==> src/rtl/zii_pkg.sv <==
// Shared definitions for the Zorro II fast-RAM controller: cycle state
// encoding, RAM window size constants and the window decode helper.
package zii_pkg;

  typedef enum logic [2:0] {
    ST_IDLE    = 3'd0,
    ST_MISS    = 3'd1,
    ST_SELECT  = 3'd2,
    ST_STROBE  = 3'd3,
    ST_ACK     = 3'd4,
    ST_RECOVER = 3'd5
  } state_t;

  // Number of 2 MB chunks in the RAM window for each jumper setting.
  localparam int unsigned RAM_CHUNKS_8M = 4;
  localparam int unsigned RAM_CHUNKS_4M = 2;

  // Chunk offset of an address relative to the assigned base, 3-bit wrap.
  function automatic logic [2:0] ram_offset(input logic [2:0] a_high,
                                            input logic [2:0] base);
    return a_high - base;
  endfunction

  // Board hit: base is valid and the offset falls inside the window.
  function automatic logic ram_hit(input logic [2:0] offset,
                                   input logic       configured_n,
                                   input logic       jp4);
    logic [3:0] limit;
    limit = jp4 ? 4'(RAM_CHUNKS_8M) : 4'(RAM_CHUNKS_4M);
    return !configured_n && ({1'b0, offset} < limit);
  endfunction

endpackage

==> src/rtl/sync2.sv <==
// Two-flop synchronizer for one asynchronous bus strobe.
module sync2 #(
  parameter logic RESET_VAL = 1'b1
) (
  input  logic i_clk,
  input  logic i_rst,
  input  logic i_d,
  output logic o_q
);

  logic r_meta;
  logic r_q;

  // Shift the raw input through two flops; reset parks both at RESET_VAL.
  always_ff @(posedge i_clk) begin
    if (i_rst) begin
      r_meta <= RESET_VAL;
      r_q    <= RESET_VAL;
    end else begin
      r_meta <= i_d;
      r_q    <= r_meta;
    end
  end

  assign o_q = r_q;

endmodule

==> src/rtl/zii_ram_ctrl.sv <==
// Zorro II fast-RAM access controller. Decodes CPU cycles against the
// AutoConfig-assigned window and sequences SRAM strobes, SLAVE_n and DTACK_n
// on C7M. DBG_STATE exposes the cycle state for observation.
//
// Handshake: the CPU holds AS_CPU_n low for the whole cycle; the board claims
// it with SLAVE_n, acknowledges with DTACK_n low, and the cycle ends only when
// the CPU negates AS_CPU_n, after which DTACK_n is driven high for one cycle
// before its output enable is released.
module zii_ram_ctrl
  import zii_pkg::*;
#(
  parameter int unsigned WAIT_STATES = 1
) (
  input  logic       C7M,
  input  logic       RESET,
  input  logic       AS_CPU_n,
  input  logic       UDS_n,
  input  logic       LDS_n,
  input  logic       RW_n,
  input  logic [2:0] A_HIGH,
  input  logic [2:0] BASE_RAM,
  input  logic       RAM_CONFIGURED_n,
  input  logic       JP4,
  output logic [1:0] RAM_BANK,
  output logic       RAM_CS_n,
  output logic       RAM_OE_n,
  output logic       RAM_UWE_n,
  output logic       RAM_LWE_n,
  output logic       SLAVE_n,
  output logic       DTACK_n,
  output logic       DTACK_OE,
  output logic [2:0] DBG_STATE
);

  logic       w_as_n;
  logic       w_uds_n;
  logic       w_lds_n;
  logic [2:0] w_offset;
  logic       w_hit;
  state_t     r_state;
  state_t     w_state_nxt;
  logic [1:0] r_bank;
  logic       r_rw_n;
  logic [2:0] r_wait_cnt;
  logic       r_uwe_n;
  logic       r_lwe_n;
  logic       w_slave_n;
  logic       w_cs_n;
  logic       w_oe_n;
  logic       w_uwe_n;
  logic       w_lwe_n;
  logic       w_dtack_n;
  logic       w_dtack_oe;

  sync2 #(.RESET_VAL(1'b1)) u_sync_as (
    .i_clk(C7M), .i_rst(RESET), .i_d(AS_CPU_n), .o_q(w_as_n)
  );
  sync2 #(.RESET_VAL(1'b1)) u_sync_uds (
    .i_clk(C7M), .i_rst(RESET), .i_d(UDS_n), .o_q(w_uds_n)
  );
  sync2 #(.RESET_VAL(1'b1)) u_sync_lds (
    .i_clk(C7M), .i_rst(RESET), .i_d(LDS_n), .o_q(w_lds_n)
  );

  // Address is only meaningful while AS is low; it is consumed in IDLE.
  assign w_offset = ram_offset(A_HIGH, BASE_RAM);
  assign w_hit    = ram_hit(w_offset, RAM_CONFIGURED_n, JP4);

  // Cycle state register.
  always_ff @(posedge C7M) begin
    if (RESET) begin
      r_state <= ST_IDLE;
    end else begin
      r_state <= w_state_nxt;
    end
  end

  // Per-cycle context: bank and direction captured at decode, wait counter,
  // and the last write strobes seen in STROBE so ACK holds them steady even
  // if the data strobes rise before AS does.
  always_ff @(posedge C7M) begin
    if (RESET) begin
      r_bank     <= 2'b00;
      r_rw_n     <= 1'b1;
      r_wait_cnt <= 3'd0;
      r_uwe_n    <= 1'b1;
      r_lwe_n    <= 1'b1;
    end else begin
      if (r_state == ST_IDLE && !w_as_n && w_hit) begin
        r_bank <= w_offset[1:0];
        r_rw_n <= RW_n;
      end
      if (r_state == ST_SELECT) begin
        r_wait_cnt <= 3'(WAIT_STATES);
      end else if (r_state == ST_STROBE && r_wait_cnt != 3'd0) begin
        r_wait_cnt <= r_wait_cnt - 3'd1;
      end
      if (r_state == ST_STROBE) begin
        r_uwe_n <= w_uds_n;
        r_lwe_n <= w_lds_n;
      end
    end
  end

  // Next-state and strobe decode; every output idles unless a state drives it.
  always_comb begin
    w_state_nxt = r_state;
    w_slave_n   = 1'b1;
    w_cs_n      = 1'b1;
    w_oe_n      = 1'b1;
    w_uwe_n     = 1'b1;
    w_lwe_n     = 1'b1;
    w_dtack_n   = 1'b1;
    w_dtack_oe  = 1'b0;
    case (r_state)
      ST_IDLE: begin
        if (!w_as_n) begin
          w_state_nxt = w_hit ? ST_SELECT : ST_MISS;
        end
      end
      ST_MISS: begin
        if (w_as_n) begin
          w_state_nxt = ST_IDLE;
        end
      end
      ST_SELECT: begin
        w_slave_n  = 1'b0;
        w_cs_n     = 1'b0;
        w_dtack_oe = 1'b1;
        if (w_as_n) begin
          w_state_nxt = ST_RECOVER;
        end else if (!w_uds_n || !w_lds_n) begin
          w_state_nxt = ST_STROBE;
        end
      end
      ST_STROBE: begin
        w_slave_n  = 1'b0;
        w_cs_n     = 1'b0;
        w_dtack_oe = 1'b1;
        if (r_rw_n) begin
          w_oe_n = 1'b0;
        end else begin
          w_uwe_n = w_uds_n;
          w_lwe_n = w_lds_n;
        end
        if (w_as_n) begin
          w_state_nxt = ST_RECOVER;
        end else if (r_wait_cnt == 3'd0) begin
          w_state_nxt = ST_ACK;
        end
      end
      ST_ACK: begin
        w_slave_n  = 1'b0;
        w_cs_n     = 1'b0;
        w_dtack_oe = 1'b1;
        w_dtack_n  = 1'b0;
        if (r_rw_n) begin
          w_oe_n = 1'b0;
        end else begin
          w_uwe_n = r_uwe_n;
          w_lwe_n = r_lwe_n;
        end
        if (w_as_n) begin
          w_state_nxt = ST_RECOVER;
        end
      end
      ST_RECOVER: begin
        // Actively drive DTACK_n high for one cycle before releasing it.
        w_dtack_oe  = 1'b1;
        w_state_nxt = ST_IDLE;
      end
      default: begin
        w_state_nxt = ST_IDLE;
      end
    endcase
  end

  assign RAM_BANK  = r_bank;
  assign SLAVE_n   = w_slave_n;
  assign RAM_CS_n  = w_cs_n;
  assign RAM_OE_n  = w_oe_n;
  assign RAM_UWE_n = w_uwe_n;
  assign RAM_LWE_n = w_lwe_n;
  assign DTACK_n   = w_dtack_n;
  assign DTACK_OE  = w_dtack_oe;
  assign DBG_STATE = r_state;

endmodule

==> config.mk <==
export PLATFORM = sky130hd
export DESIGN_NAME = zii_ram_ctrl
export DESIGN_NICKNAME = d
export VERILOG_FILES = /design/src/rtl/zii_pkg.sv /design/src/rtl/sync2.sv /design/src/rtl/zii_ram_ctrl.sv
export SDC_FILE = /design/constraint.sdc
export NUM_CORES = 1
export LEC_CHECK = 0
export CORE_ASPECT_RATIO = 1.2
export CORE_UTILIZATION = 41
export CTS_CLUSTER_SIZE = 30
export DETAILED_ROUTE_END_ITERATION = 8
export PLACE_DENSITY = 0.83
export SLEW_MARGIN = 20
export SYNTH_ARGS = -nofsm -noshare
export SYNTH_HDL_FRONTEND = slang
export SYNTH_SLANG_ARGS = --single-unit
==> constraint.sdc <==
create_clock -name C7M -period 2.71 [get_ports C7M]
set_input_delay 0.813 -clock C7M [delete_from_list [all_inputs] [get_ports C7M]]
set_output_delay 0.813 -clock C7M [all_outputs]
set_load 0.03 [all_outputs]
### After elaboration in Yosys (flattened, before gate mapping)

Cells that the tools add are included.

* register bits after elaboration: 17
* input bits: 14
* output and inout bits: 12
* logic and storage cells: 67

* add/sub/neg operators: 2
* magnitude comparators: 1
* equality and inequality tests: 10
* muxes and demuxes: 23
* reductions and logical operators: 18

Operators with widths (number)
* 3-bit two-way mux: 8
* 3-bit one-hot mux with 5 select lines: 1
* 1-bit two-way mux: 11
* 3-bit by 2-bit equality test with 1-bit output, second input constant: 2
* 3-bit equality test, second input constant: 2
* 3-bit logical NOT: 2
* 3-bit by 1-bit inequality test with 1-bit output, second input constant: 2
* 5-bit AND reduction: 1
* 1-bit logical AND: 4
* 1-bit logical NOT: 4
* 2-bit by 1-bit inequality test with 1-bit output, second input constant: 2
* 1-bit one-hot mux with 2 select lines: 2
* 2-bit OR reduction: 2
* 4-bit OR reduction: 1
* 3-bit by 1-bit equality test with 1-bit output, second input constant: 1
* 3-bit less-than comparator: 1
* 3-bit nonzero test: 1
* 3-bit OR reduction: 1
* 3-bit by 1-bit subtractor with 3-bit output, second input constant: 1
* 3-bit subtractor: 1
* 2-bit two-way mux: 1
* 2-bit inequality test, second input constant: 1
* 2-bit nonzero test: 1
* 1-bit logical OR: 1

### Logic depth before layout (Yosys ltp)

Gate-level depths: netlist of the first run.

* depth after elaboration: 6
* depth in mapped cells: 9
* gate-level depth less buffers: 9

### By module

Synthesis of the first run repeated with hierarchy kept, for this count alone.

* cell total of the unflattened synthesis: 98
* area total of the unflattened synthesis: 888.4 um2

By module, submodules not included
* zii_ram_ctrl: times used 1, cells each 86, area each 730.7 um2, sequential area each 220.2 um2
* sync2: times used 3, cells each 4, area each 52.6 um2, sequential area each 40.0 um2

### Worst setup path before layout of the first run

OpenSTA, ideal clock, no wires.

* path kind: input -> register
* start point: input A_HIGH[0]
* end point: register r_rw_n
* library setup time: 0.120 ns
* arrival: 2.696 ns
* data required time: 2.590 ns
* slack: -0.106 ns
* cell stages on the path: 9
* path buffers: 0
* cell sequence: inv_1 -> ha_1 -> fa_1 -> xnor2_1 -> xnor2_1 -> ha_1 -> a2111oi_4 -> a21boi_1 -> a211o_1

* cells in the longest elaborated chain, start to end: 4

RTL lines
* start, declared: line zii_ram_ctrl.sv:20 `input logic [2:0] A_HIGH,`
* 3-bit subtractor: line zii_pkg.sv:21 `return a_high - base;`
* 3-bit less-than comparator: line zii_pkg.sv:30 `return !configured_n && ({1'b0, offset} < limit);`
* 1-bit logical AND: line zii_pkg.sv:30
* 1-bit logical AND: line zii_ram_ctrl.sv:89 `if (r_state == ST_IDLE && !w_as_n && w_hit) begin`
* end signal, assigned: line zii_ram_ctrl.sv:91 `r_rw_n <= RW_n;`
* end, declared: line zii_ram_ctrl.sv:43 `logic r_rw_n;`

No other way between the ends.
A chain may end at the register's enable or synchronous reset.

### Worst setup path in the final report of the first run

Same ends and word-level chain as after synthesis.

==> results of run 1 <==
## area by class of cell
type                            count  share of cell area
Tap cell                           19             0.01898
Inverter                            7             0.02697
Sequential cell                    17              0.2727
Timing Repair Buffer               34              0.2567
Multi-Input combinational cell     66              0.4036
Clock buffer                        4             0.02098
## metrics by stage
stage / utilization / std cells
after detailed placement: 0.6196 / 140
after global placement: 0.6196 / 140
after CTS: 0.6346 / 146
final: 0.6542 / 147
after global routing: 0.6542 / 147
after floorplan: - / 95
## what timing repair did
| item | in CTS | in global routing |
|---|---|---|
| resized for setup | 13 | 13 |
| buffers inserted | 2 | 1 |
| endpoints found under the hold margin | 0 | 0 |
| cloned | 0 | 0 |
| endpoints found under the setup margin | 7 | 8 |
| pin swaps | 8 | 7 |
## layout by cell type (no fill, tap or decap), drive strengths merged, types with 2 or more instances in the layout
cell type / n
buf: 11
o21ai: 2
a211oi: 3
or2: 6
o31ai: 2
clkdlybuf4s50: 17
clkbuf: 5
dlygate4sd2: 2
inv: 7
ha: 4
nor2: 8
a2111oi: 2
dfxtp: 17
nand2: 8
xnor2: 2
nand2b: 2
o21bai: 4
a21oi: 7
nor2b: 2
a22oi: 2
dlymetal6s2s: 2
## worst max path at each step
stage,start,to,slack (ps),depth (start not counted)
6_report,A_HIGH[0],r_rw_n$_SDFFE_PP1P_,3,10
5_1_grt,A_HIGH[0],r_rw_n$_SDFFE_PP1P_,-80,10
4_1_cts,A_HIGH[0],r_rw_n$_SDFFE_PP1P_,1,10
3_5_place_dp,A_HIGH[0],r_rw_n$_SDFFE_PP1P_,-800,10
3_3_place_gp,A_HIGH[0],r_rw_n$_SDFFE_PP1P_,-710,10
2_1_floorplan,A_HIGH[0],r_rw_n$_SDFFE_PP1P_,-80,9
## kinds of logic (layout without fill, tap and decap cells)
group	Yosys count	after routing	synth area share
AO/OA/AOI/OAI	26	26	0.2275
multiplexers	1	1	0.01304
adder cells (fa/ha/maj)	5	5	0.08116
XOR/XNOR	3	3	0.03044
buffers and inverters	12	45	0.06087
AND/OR/NAND/NOR	31	31	0.1928
flip-flops	17	17	0.3942
## flip-flops by register name, indices dropped and copies added, names as in the netlist
signal / flops
DBG_STATE: 3
RAM_BANK: 2
r_lwe_n: 1
r_rw_n: 1
r_uwe_n: 1
r_wait_cnt: 3
u_sync_as.o_q: 1
u_sync_as.r_meta: 1
u_sync_lds.o_q: 1
u_sync_lds.r_meta: 1
u_sync_uds.o_q: 1
u_sync_uds.r_meta: 1
## per-layer routing
metal,vias to the layer above,GRT usage
li1,390,-
met1,358,0.1868
met2,17,0.3657
met3,2,0.02069
met4,0,0.07071
met5,-,0
## report_power, final
group	total, uW	leakage (uW)	switching [uW]	internal (uW)
Combinational	121	0.000362	53.7	67.4
Clock	130	0.0000150	73.1	57.0
Sequential	262	0.000139	5.52	257
==> run_results.csv, run 1 <==
group,metric,value,unit
run_status,status,"completed",
detailed_routing,drtIter0Drc,15,
clock_tree,tritoncts,"yes",
power_and_ir_drop,vdd_drop_max,0.3264,mV
worst_hold_path,min_path_type,"reg2reg",
setup_path,slowest_stage,"a2111oi_4",
final_layout,multi_input_area,505.5,um2
detailed_routing,num_vias,767,
die,die_h,52.27,um
setup_path,reg2regPathDepth,4,
timing,fmax,369.4,MHz
synth,async_flop_share,0,
worst_hold_path,holdPathStages,1,
global_routing,grt_pass1_wl,3.042,mm
setup_path,cpLargestDelayFamily,"compound AO/OA/AOI/OAI gates",
detailed_routing,dr_wl_met2,1.052,mm
synth,ys.warnings.count,0,
die,ios,26,
detailed_routing,firstDrtPassIters,6,
worst_hold_path,hold_end,"u_sync_as.o_q$_SDFF_PP1_",
detailed_routing,post_drt_wl_per_cell,12.88,um
placed_design,dp_hpwl,1.436,mm
power_and_ir_drop,p_total,513.4,uW
timing,setup_viol,0,
setup_path,crit_path_max_incr_delay,460,ps
timing,relSlewSlack,0.6620,
synth,synth_area_leaders,"dfxtp_1 (39%), ha_1 (5.8%), or2_2 (4.3%)",
final_layout,diodes,0,
detailed_routing,viasPerCell,5.218,
global_routing,globalRouteTotalUtil,0.1827,
final_layout,seq_area,341.6,um2
timing,hold_viol,0,
die,die-area,2294,um2
clock_tree,clock_sinks,17,
setup_path,r2r-end,"r_rw_n$_SDFFE_PP1P_",
detailed_routing,highest_layer,"met4",
final_layout,area_growth,45.07,%
setup_path,path_cells,"buf_8 -> inv_8 -> ha_4 -> fa_2 -> xnor2_2 -> xnor2_1 -> ha_1 -> a2111oi_4 -> a21boi_1 -> a211o_1",
global_routing,grt_max_degree,13,
synth,synth_ff_type,"dfxtp_1",
setup_path,r2r-start,"DBG_STATE[1]$_SDFFE_PP0P_",
timing,rsz0062_at_grt,"yes",
setup_path,crit_type,"in2reg",
setup_path,critPathArrivalTime,2890,ps
global_routing,grt_pass1_vias,755,
global_routing,antenna_found_initial,0,
setup_path,rrSetupSlack,1200,ps
synth,synth_edf_count,0,
setup_path,cp_max_fo,5,
placed_design,pre_cts_slack,-803.3,ps
detailed_routing,wirelength,1.894,mm
setup_path,cp_data_required_time,2890,ps
synth,netlist_area,863.3,um2
placed_design,gp_congestion,0.7465,
die,die_w,43.89,um
synth,ys_ff_latch,17,
synth,syn_avg_cell_area,9.088,um2
synth,yosysTopAreaCell,"dfxtp_1",
power_and_ir_drop,p_leak,0.0005167,uW
synth,yosysMostFrequentCell,"dfxtp_1",
detailed_routing,drc,0,
die,initial_utilization,0.4510,
clock_tree,hold_buffers,0,
die,rows,17,
timing,holdWs,415.7,ps
final_layout,design_area,1252,um2
synth,synth_top_area_frac,0.3942,
final_layout,fill_cells,158,
timing,tns,0,ps
placed_design,dpl_cell_area,1186,um2
timing,clock_skew,0.6946,ps
clock_tree,clock_latency,280,ps
timing,setup_ws,3.019,ps
final_layout,final_nets,148,
power_and_ir_drop,power.density,409.9,nW/um2
synth,yosysUniqueCellTypes,33,
timing,slew_viol_final,0,
timing,worstMarginPinSlew,503.1,ps
worst_hold_path,min-delay-start,"u_sync_as.r_meta$_SDFF_PP1_",
die,coreArea,1914,um2
clock_tree,cts_max_path_buffers,2,
synth,synth.top_cells.by_count,"dfxtp_1 (17), nand2_1 (8), nor2_1 (8)",
synth,yosysSeqAreaShare,0.3942,
detailed_routing,drt-met1-wl,775,um
detailed_routing,antenna_left,0,
timing,fin_crit_sh,0.9989,
placed_design,io_buffers,25,
timing,period_minus_slack,2707,ps
synth,synth_nets,114,
clock_tree,cts.htree.levels,1,
final_layout,drive_above_1_share,0.2734,
flow_run,drv_cap,0,
setup_path,worstSetupEndpointType,"register",
setup_path,critPathBufInv,2,
clock_tree,cts_made_buffers,3,
global_routing,grt_overflow,0,
detailed_routing,dr_wl_met3,54,um
synth,synth_cells,95,
setup_path,start_kind,"primary input",
clock_tree,clkTransAtPathRegs,90,ps
clock_tree,cts-root-buf,"clkbuf_4",
Note: power is estimated with default switching activity, not from simulation.
==> run 2: changes to the inputs <==
- CORE_ASPECT_RATIO: 1.2 -> 1.4
==> run 2 against run 1 <==
Power grew 1.4%. Design area decreased by 0.80%. Global-route usage grew 0.68 points. Cell count did not move. Register-to-register slack gained 20 ps. Critical path depth up 1. Clock power up 9%. Worst setup slack gained 16 ps. Combinational power hardly changed. Non-clock buffer count down 2. Clock-buffer cell count down 1. Largest cell class unchanged.
==> run_results.csv, run 2 (same netlist as run 1, synthesis figures left out) <==
group,metric,value,unit
timing,hold_viol,0,
timing,period_minus_slack,2691,ps
timing,holdWs,418.1,ps
timing,fin_crit_sh,0.9928,
detailed_routing,num_vias,758,
global_routing,antenna_found_initial,0,
timing,rsz0062_at_grt,"yes",
setup_path,r2r-start,"r_wait_cnt[0]$_SDFFE_PP0P_",
clock_tree,cts.htree.levels,1,
setup_path,crit_type,"in2reg",
clock_tree,tritoncts,"yes",
die,coreArea,1973,um2
final_layout,area_growth,43.91,%
worst_hold_path,holdPathStages,1,
detailed_routing,antenna_left,0,
die,die-area,2296,um2
setup_path,reg2regPathDepth,6,
global_routing,grt_max_degree,12,
final_layout,final_nets,146,
power_and_ir_drop,p_leak,0.0005138,uW
placed_design,gp_congestion,0.6892,
setup_path,critPathArrivalTime,2890,ps
clock_tree,clock_sinks,17,
final_layout,final_core_util,0.6297,
die,die_h,56.30,um
setup_path,startpoint,"A_HIGH[0]",
setup_path,r2r-end,"r_wait_cnt[0]$_SDFFE_PP0P_",
setup_path,worstSetupEndpointType,"register",
setup_path,cp_data_required_time,2910,ps
final_layout,fill_cells,175,
detailed_routing,viasPerCell,5.156,
setup_path,slowest_stage,"a2111oi_4",
flow_run,drv_cap,0,
die,rows,19,
setup_path,rrSetupSlack,1220,ps
placed_design,io_buffers,25,
timing,setup_viol,0,
detailed_routing,wirelength,1.844,mm
global_routing,grt_pass1_vias,773,
die,ios,26,
worst_hold_path,min_path_type,"reg2reg",
clock_tree,cts_made_buffers,3,
clock_tree,clkTransAtPathRegs,100,ps
die,initial_utilization,0.4375,
clock_tree,hold_buffers,0,
clock_tree,clock_latency,300,ps
clock_tree,cts-root-buf,"clkbuf_4",
timing,tns,0,ps
power_and_ir_drop,power.density,418.9,nW/um2
setup_path,path_cells,"buf_8 -> inv_8 -> ha_4 -> fa_2 -> xnor2_2 -> xnor2_1 -> ha_1 -> a2111oi_4 -> buf_4 -> a21boi_2 -> a211o_1",
setup_path,cp_max_fo,3,
setup_path,crit_path_max_incr_delay,410,ps
worst_hold_path,min-delay-start,"u_sync_lds.r_meta$_SDFF_PP1_",
final_layout,drive_above_1_share,0.2857,
detailed_routing,drc,0,
global_routing,globalRouteTotalUtil,0.1895,
global_routing,grt_overflow,0,
detailed_routing,post_drt_wl_per_cell,12.54,um
timing,clock_skew,1.571,ps
timing,relSlewSlack,0.6779,
timing,worstMarginPinSlew,479.5,ps
global_routing,grt_pass1_wl,2.987,mm
final_layout,final_cell_mix,"clkdlybuf4s50_1 (19), dfxtp_1 (16), nor2_1 (8), nand2_1 (8)",
timing,fmax,371.7,MHz
timing,slew_viol_final,0,
power_and_ir_drop,vdd_drop_max,0.3572,mV
final_layout,diodes,0,
clock_tree,cts_max_path_buffers,2,
die,die_w,40.78,um
run_status,status,"completed",
setup_path,start_kind,"primary input",
final_layout,final_common_cell,"clkdlybuf4s50_1",
placed_design,dp_hpwl,1.458,mm
worst_hold_path,hold_end,"u_sync_lds.o_q$_SDFF_PP1_",
detailed_routing,drtIter0Drc,13,
detailed_routing,firstDrtPassIters,4,
-- run 2: changes by cell type in the layout (fill, tap and decap cells not counted), sizes merged --
cell,delta
buf,-2
clkdlybuf4s15,-1
clkdlybuf4s50,+2
clkinv,+1
dlygate4sd2,-2
-- run 2: worst max path at each step --
stage / end / slack, ps / cells past startpoint
2_1_floorplan: r_rw_n$_SDFFE_PP1P_ / -80 / 9
3_3_place_gp: r_rw_n$_SDFFE_PP1P_ / -710 / 10
3_5_place_dp: r_rw_n$_SDFFE_PP1P_ / -780 / 10
4_1_cts: r_rw_n$_SDFFE_PP1P_ / 20 / 10
5_1_grt: r_rw_n$_SDFFE_PP1P_ / -20 / 11
6_report: r_rw_n$_SDFFE_PP1P_ / 20 / 11
-- run 2: layout make-up --
| cell class | instances | area, um2 | area share |
|---|---|---|---|
| inverters | 7 | 33.78 | 0.02719 |
| multi-input cells | 66 | 509.2 | 0.4099 |
| repair buffers | 32 | 304.0 | 0.2447 |
| well taps | 21 | 26.28 | 0.02115 |
| clock buffers | 3 | 22.52 | 0.01813 |
| flip-flops and latches | 17 | 341.6 | 0.2749 |
| clock inverters | 1 | 5.005 | 0.004028 |
-- run 2: power by group --
group          internal, uW  switching, uW  total (uW)
clock                  55.0           86.7         142
combinational          65.9           52.0         118
sequential              257           4.00         261
-- run 2: critical path: cells and delay by family --
family	cells	cell delay, ps
xor gates and xnor gates	2	280
adders and majority gates	3	830
buffers and inverters	3	300
AOI/OAI and AO/OA	3	670
-- run 2: routing by layer --
layer / up-vias / GRT usage / share of wire
met5: - / 0 / 0
met4: 0 / 0.07143 / 0.0092
met3: 2 / 0.03953 / 0.031
met2: 17 / 0.3438 / 0.57
met1: 351 / 0.1888 / 0.39
li1: 388 / - / -
-- run 2: what timing repair did --
action                                  in CTS  in global routing
endpoints found under the setup margin       8                  5
gates resized for setup                     14                 12
setup buffers                                2                  0
pin swaps                                   10                  9
-- run 2: per-stage QoR --
step	area (um2)	cells	setup WS, ps	power (uW)
floorplan	893.4	95	-80.74	329.2
global placement	1181	141	-713.3	373.0
detailed placement	1181	141	-776.6	376.6
CTS	1221	147	15.12	522.0
global route	1242	147	-22.34	543.7
finish	1242	147	19.40	520.5
==> edit 1, RTL diff (config.mk and constraints of run 2) <==
Register the output `DBG_STATE` once more, without a reset; this adds one clock of latency there. The other outputs are not delayed to match. Comments in the files are not updated.
--- a/src/rtl/zii_ram_ctrl.sv
+++ b/src/rtl/zii_ram_ctrl.sv
@@ -185,3 +185,5 @@
   assign DTACK_OE  = w_dtack_oe;
-  assign DBG_STATE = r_state;
+  always_ff @(posedge C7M) begin
+    DBG_STATE <= r_state;
+  end
 
Formal check against the unedited RTL: not equivalent (a bounded check fails within 4 cycles, from zero or initial values and one cycle with RESET high).
==> edit 1 against run 2 <==
Maximum frequency grew 2.5%; final area grew 7.2%; area after synthesis grew 12%; non-clock buffer count shrank 1; setup slack gained 66 ps; power grew 37%; count of clock-buffer cells in the layout is the same; sequential cell count grew 3; final cell count grew 6.1%; wire length grew 9.2%; synthesized cell count grew 12%.
==> edit 1: results (changes against run 2) <==
stage	metric	value	unit	change
setup_path	Max Fanout on Critical Path	6		+3
clock_tree	clk_lat worst skew	310	ps	
yosys	Net Count, Synth	125		+9.6%
grt	largest net degree at the start of global routing	14		+2
grt	number of global-route vias before repair	797		+3.1%
clock_tree	Worst-path clk slew	120	ps	+20 ps
drt	first-pass detailed-route iteration total	4		unchanged
grt	initial antenna violation count	0		unchanged
yosys	main flop type after synthesis	dfxtp_1		
layout	largest registers	DBG_STATE: 3 flops, r_state: 3 flops, r_wait_cnt: 3 flops		
setup_path	slowest CP cell	clkdlybuf4s50_1		
power	Leak	0.559	nW	+8.8%
yosys	Post-synth top cells	20 x dfxtp_1, 11 x inv_1, 11 x nor2_1		
power	Worst IR Drop VDD	0.422	mV	+18%
drt	DRT iter0 DRCs	22		+9
grt	Total Routing Usage GR	0.173		-0.0164
grt	first-pass GRT wire length	3350	um	+12%
yosys	Seq/Total Area, Yosys	0.412		+0.0182
clock_tree	CTS buffer count	3		unchanged
drt	post-DR wirelength/cell	12.9	um	+2.9%
worst_hold_path	HP Class	reg -> reg		
worst_hold_path	hold_sp	u_sync_uds.r_meta		
clock_tree	H-Tree Depth	1		unchanged
yosys	yosys warns	0		unchanged
power	Net Sw Power	0.000184	W	+29%
drt	final WL	2010	um	+9.2%
placed_design	DP HPWL	1470	um	+1.0%
placed_design	Port Buffers	25		unchanged
layout	share of layout cells above drive strength 1	0.216		-0.0693
placed_design	RD Place Congestion	0.803		+16%
clock_tree	Root Driver	clkbuf_4		
setup_path	crit path launch	r_state[2]		
clock_tree	maximum clock insertion buffer count	2		unchanged
timing	Setup Skew	13.1	ps	+11.5 ps
placed_design	DP Cell Count	150		+6.4%
timing	Max-slew headroom	0.757		+0.0792
placed_design	pre-CTS setup slack	-584	ps	+193 ps
drt	vias post-DR	828		+9.2%
setup_path	r2r startpoint	r_wait_cnt[0]		
layout	fill count	188		+7.4%
yosys	Synth cell types	38		+15%
run_status	status	finished clean		
setup_path	Worst Path Arrival	1810	ps	-1080 ps
layout	ANT cells	0		unchanged
setup_path	Crit path largest cell delay	610	ps	+200 ps
yosys	Synth Instances	106		+12%
placed_design	Cell Area, Placed	1240	um2	+5.1%
yosys	Post-synth ARST share	0		unchanged
yosys	top cells by area, synth	dfxtp_1 41%, ha_1 5.2%, inv_1 4.3%		
## edit 1: layout make-up
class / count / share of cell area
Tap cell: 22 / 0.0207
Clock inverter: 1 / 0.0226
Multi-Input combinational cell: 68 / 0.393
Sequential cell: 20 / 0.301
Inverter: 11 / 0.0310
Clock buffer: 3 / 0.0169
Timing Repair Buffer: 31 / 0.215
## edit 1: worst max-delay path, delay by kind of cell (launching register included)
kind	cells	cell delay, ps
and+or+nand+nor	1	430
buffers and inverters	2	700
DFF	1	360
## edit 1: what timing repair did
item | in CTS | in global routing
hold buffers | 0 | 0
pin swaps | 7 | 2
endpoints found under the setup margin | 10 | 7
buffers inserted | 2 | 0
resized for setup | 17 | 2
gates cloned | 0 | 0
## edit 1: worst paths after layout
check	end	slack, ps	depth (start not counted)
hold / removal	u_sync_uds.o_q	430	1
setup / recovery	DTACK_n	90	3
setup reg to reg	r_state[1]	1090	7
hold reg to reg	u_sync_uds.o_q	430	1
## edit 1: cells by family (layout without fill, tap and decap cells)
kind of cell / count (synthesis) / count (layout) / share of synthesized area
buf+inv: 18 / 46 / 0.0838
compound gates: 21 / 21 / 0.168
fa+ha+maj: 5 / 5 / 0.0722
flops: 20 / 20 / 0.412
simple gates: 39 / 39 / 0.237
xor+xnor: 3 / 3 / 0.0271
## edit 1: routing by layer
metal	track usage	part of all wire	vias to the layer above
li1	-	-	416
met1	0.201	0.41	390
met2	0.307	0.54	17
met3	0.0183	0.028	5
met4	0.0909	0.022	0
met5	0	0	-
## edit 1: through the flow
step / utilization / TNS, ps / hold slack, ps
2_1_floorplan: - / 0 / 347
3_3_place_gp: 0.564 / -2380 / 393
3_5_place_dp: 0.564 / -2770 / 395
4_1_cts: 0.600 / 0 / 423
5_1_grt: 0.605 / 0 / 436
6_report: 0.605 / 0 / 425
## edit 1: power groups by stage
stage,sequential [W],clock (W),combinational (W)
finish,0.000315,0.000246,0.000154
global route,0.000317,0.000258,0.000166
CTS,0.000315,0.000246,0.000154
detailed placement,0.000321,0,0.000151
global placement,0.000321,0,0.000145
floorplan,0.000330,0,0.0000869
==> edit 2, RTL diff (config.mk and constraints of run 2) <==
Made on the original files. Make the reset (`RESET` and `i_rst`) asynchronous in 3 clocked blocks.
--- a/src/rtl/sync2.sv
+++ b/src/rtl/sync2.sv
@@ -14,3 +14,3 @@
   // Shift the raw input through two flops; reset parks both at RESET_VAL.
-  always_ff @(posedge i_clk) begin
+  always_ff @(posedge i_clk or posedge i_rst) begin
     if (i_rst) begin
--- a/src/rtl/zii_ram_ctrl.sv
+++ b/src/rtl/zii_ram_ctrl.sv
@@ -69,3 +69,3 @@
   // Cycle state register.
-  always_ff @(posedge C7M) begin
+  always_ff @(posedge C7M or posedge RESET) begin
     if (RESET) begin
@@ -80,3 +80,3 @@
   // if the data strobes rise before AS does.
-  always_ff @(posedge C7M) begin
+  always_ff @(posedge C7M or posedge RESET) begin
     if (RESET) begin
Function: differs if RESET is asserted again (counterexample within 4 cycles, from zero or initial values and one cycle with RESET high); with RESET held inactive, the same outputs for 10 cycles.
==> edit 2 against run 2 <==
Area after synthesis rose by 6.8%; die area rose by 6.5%; critical path depth fell by 7; wire length rose by 3.1%; setup slack improved by 72 ps; maximum frequency rose by 2.8%; sequential cell count did not move; final area rose by 0.20%; register-to-register slack got worse by 450 ps; critical endpoint is now RAM_OE_n.
Power is not compared: it rests on default switching activity, and its combinational part moved more than twofold at a synthesized area within 25%.
==> edit 2: results (changes against run 2) <==
stage	metric	value	unit	change
run_status	status	finished clean		
grt	first-pass GRT wire length	3110	um	+4.2%
worst_hold_path	hold_sp	u_sync_uds.r_meta		
setup_path	slowest CP cell	or3b_4		
placed_design	pre-CTS setup slack	-651	ps	+125 ps
yosys	top cells by area, synth	dfstp_2 26%, dfrtp_1 22%, ha_1 5.4%		
clock_tree	Root Driver	clkbuf_4		
yosys	Avg Inst Size Synth	11.7	um2	+28%
yosys	Post-synth top cells	10 x inv_1, 9 x dfstp_2, 8 x dfrtp_1		
yosys	Net Count, Synth	98		-14%
setup_path	Worst Path Arrival	1810	ps	-1080 ps
yosys	Synth Area in XOR/XNOR	0.0285		-0.00194
yosys	Compound-Gate Fraction of Synth Area	0.156		-0.0715
placed_design	DP Cell Count	124		-12%
worst_hold_path	sink of the worst hold path	u_sync_uds.o_q		
yosys	adder-cell share of the synthesized area	0.0760		-0.00518
yosys	main flop type after synthesis	dfstp_2		
drt	Vias per Instance	5.45		+5.7%
yosys	Synth cell types	34		+3.0%
setup_path	reg2reg setup slack	770	ps	-450 ps
grt	largest net degree at the start of global routing	18		+6
placed_design	DP HPWL	1400	um	-4.1%
setup_path	FF-to-FF path depth	5		-1
yosys	Seq/Total Area, Yosys	0.474		+0.0793
timing	Slew @ Worst Pin	631	ps	+152 ps
yosys	Post-synth ARST share	1.00		+1.00
worst_hold_path	Hold Crit Depth	0		-1
placed_design	RD Place Congestion	0.718		+4.2%
grt	Total Routing Usage GR	0.169		-0.0201
grt	number of global-route vias before repair	727		-6.0%
layout	fill count	184		+5.1%
drt	first-pass detailed-route iteration total	6		+2
drt	post-DR wirelength/cell	14.7	um	+18%
layout	share of layout cells above drive strength 1	0.296		+0.0106
yosys	mux share of post-synthesis cell area	0.0624		+0.0494
setup_path	r2r startpoint	DBG_STATE[2]		
timing	hold slack	361	ps	-56.7 ps
layout	Final nets	128		-12%
setup_path	Crit path largest cell delay	440	ps	+30 ps
-- edit 2: cell count changes after synthesis, sizes merged, moves of 3 or more --
cell	delta
a21oi	-6
dfrtp	+8
dfstp	+9
dfxtp	-17
inv	+3
nand2	-6
nand2b	+3
nor2	-8
o21bai	-4
or2	-6
-- edit 2: layout make-up --
class / instances / share of cell area
Tap cell: 21 / 0.0211
Inverter: 10 / 0.0302
Timing Repair Buffer: 31 / 0.222
Clock inverter: 1 / 0.00603
Multi-Input combinational cell: 46 / 0.352
Clock buffer: 3 / 0.0181
Sequential cell: 17 / 0.351
-- edit 2: metrics by stage --
step                instance area (um2)  setup TNS, ps
floorplan                           923          -69.7
global placement                   1200          -2150
detailed placement                 1200          -2680
CTS                                1240              0
global route                       1240              0
finish                             1240              0
-- edit 2: where the power goes --
part           total, W  internal [W]  switching [W]  leakage, nW
Combinational  0.000664      0.000306       0.000358        0.323
Clock          0.000140     0.0000559      0.0000842       0.0139
Sequential     0.000401      0.000353      0.0000474        0.192
-- edit 2: what timing repair did --
action	CTS	global route
endpoints found under the setup margin	10	3
pin swaps	6	5
gates resized for setup	17	1
setup buffers	1	0
-- edit 2: cells by family after synthesis --
group                    Yosys count
AO/OA/AOI/OAI                     17
XOR/XNOR                           3
adder cells (fa/ha/maj)            5
buffers and inverters             16
flip-flops                        17
multiplexers                       5
AND/OR/NAND/NOR                   16
-- edit 2: how the worst max path moves through the flow --
stage,endpoint,slack (ps),cells past startpoint
2_1_floorplan,r_rw_n,-70,8
3_3_place_gp,RAM_BANK[0],-510,10
3_5_place_dp,RAM_BANK[0],-650,10
4_1_cts,RAM_BANK[0],2,10
5_1_grt,RAM_OE_n,30,5
6_report,RAM_OE_n,90,4
-- edit 2: routing by layer --
layer / vias to the layer above / track usage / share of wire
li1: 329 / - / -
met1: 353 / 0.185 / 0.38
met2: 17 / 0.324 / 0.56
met3: 4 / 0.0312 / 0.035
met4: 0 / 0.0580 / 0.016
met5: - / 0 / 0
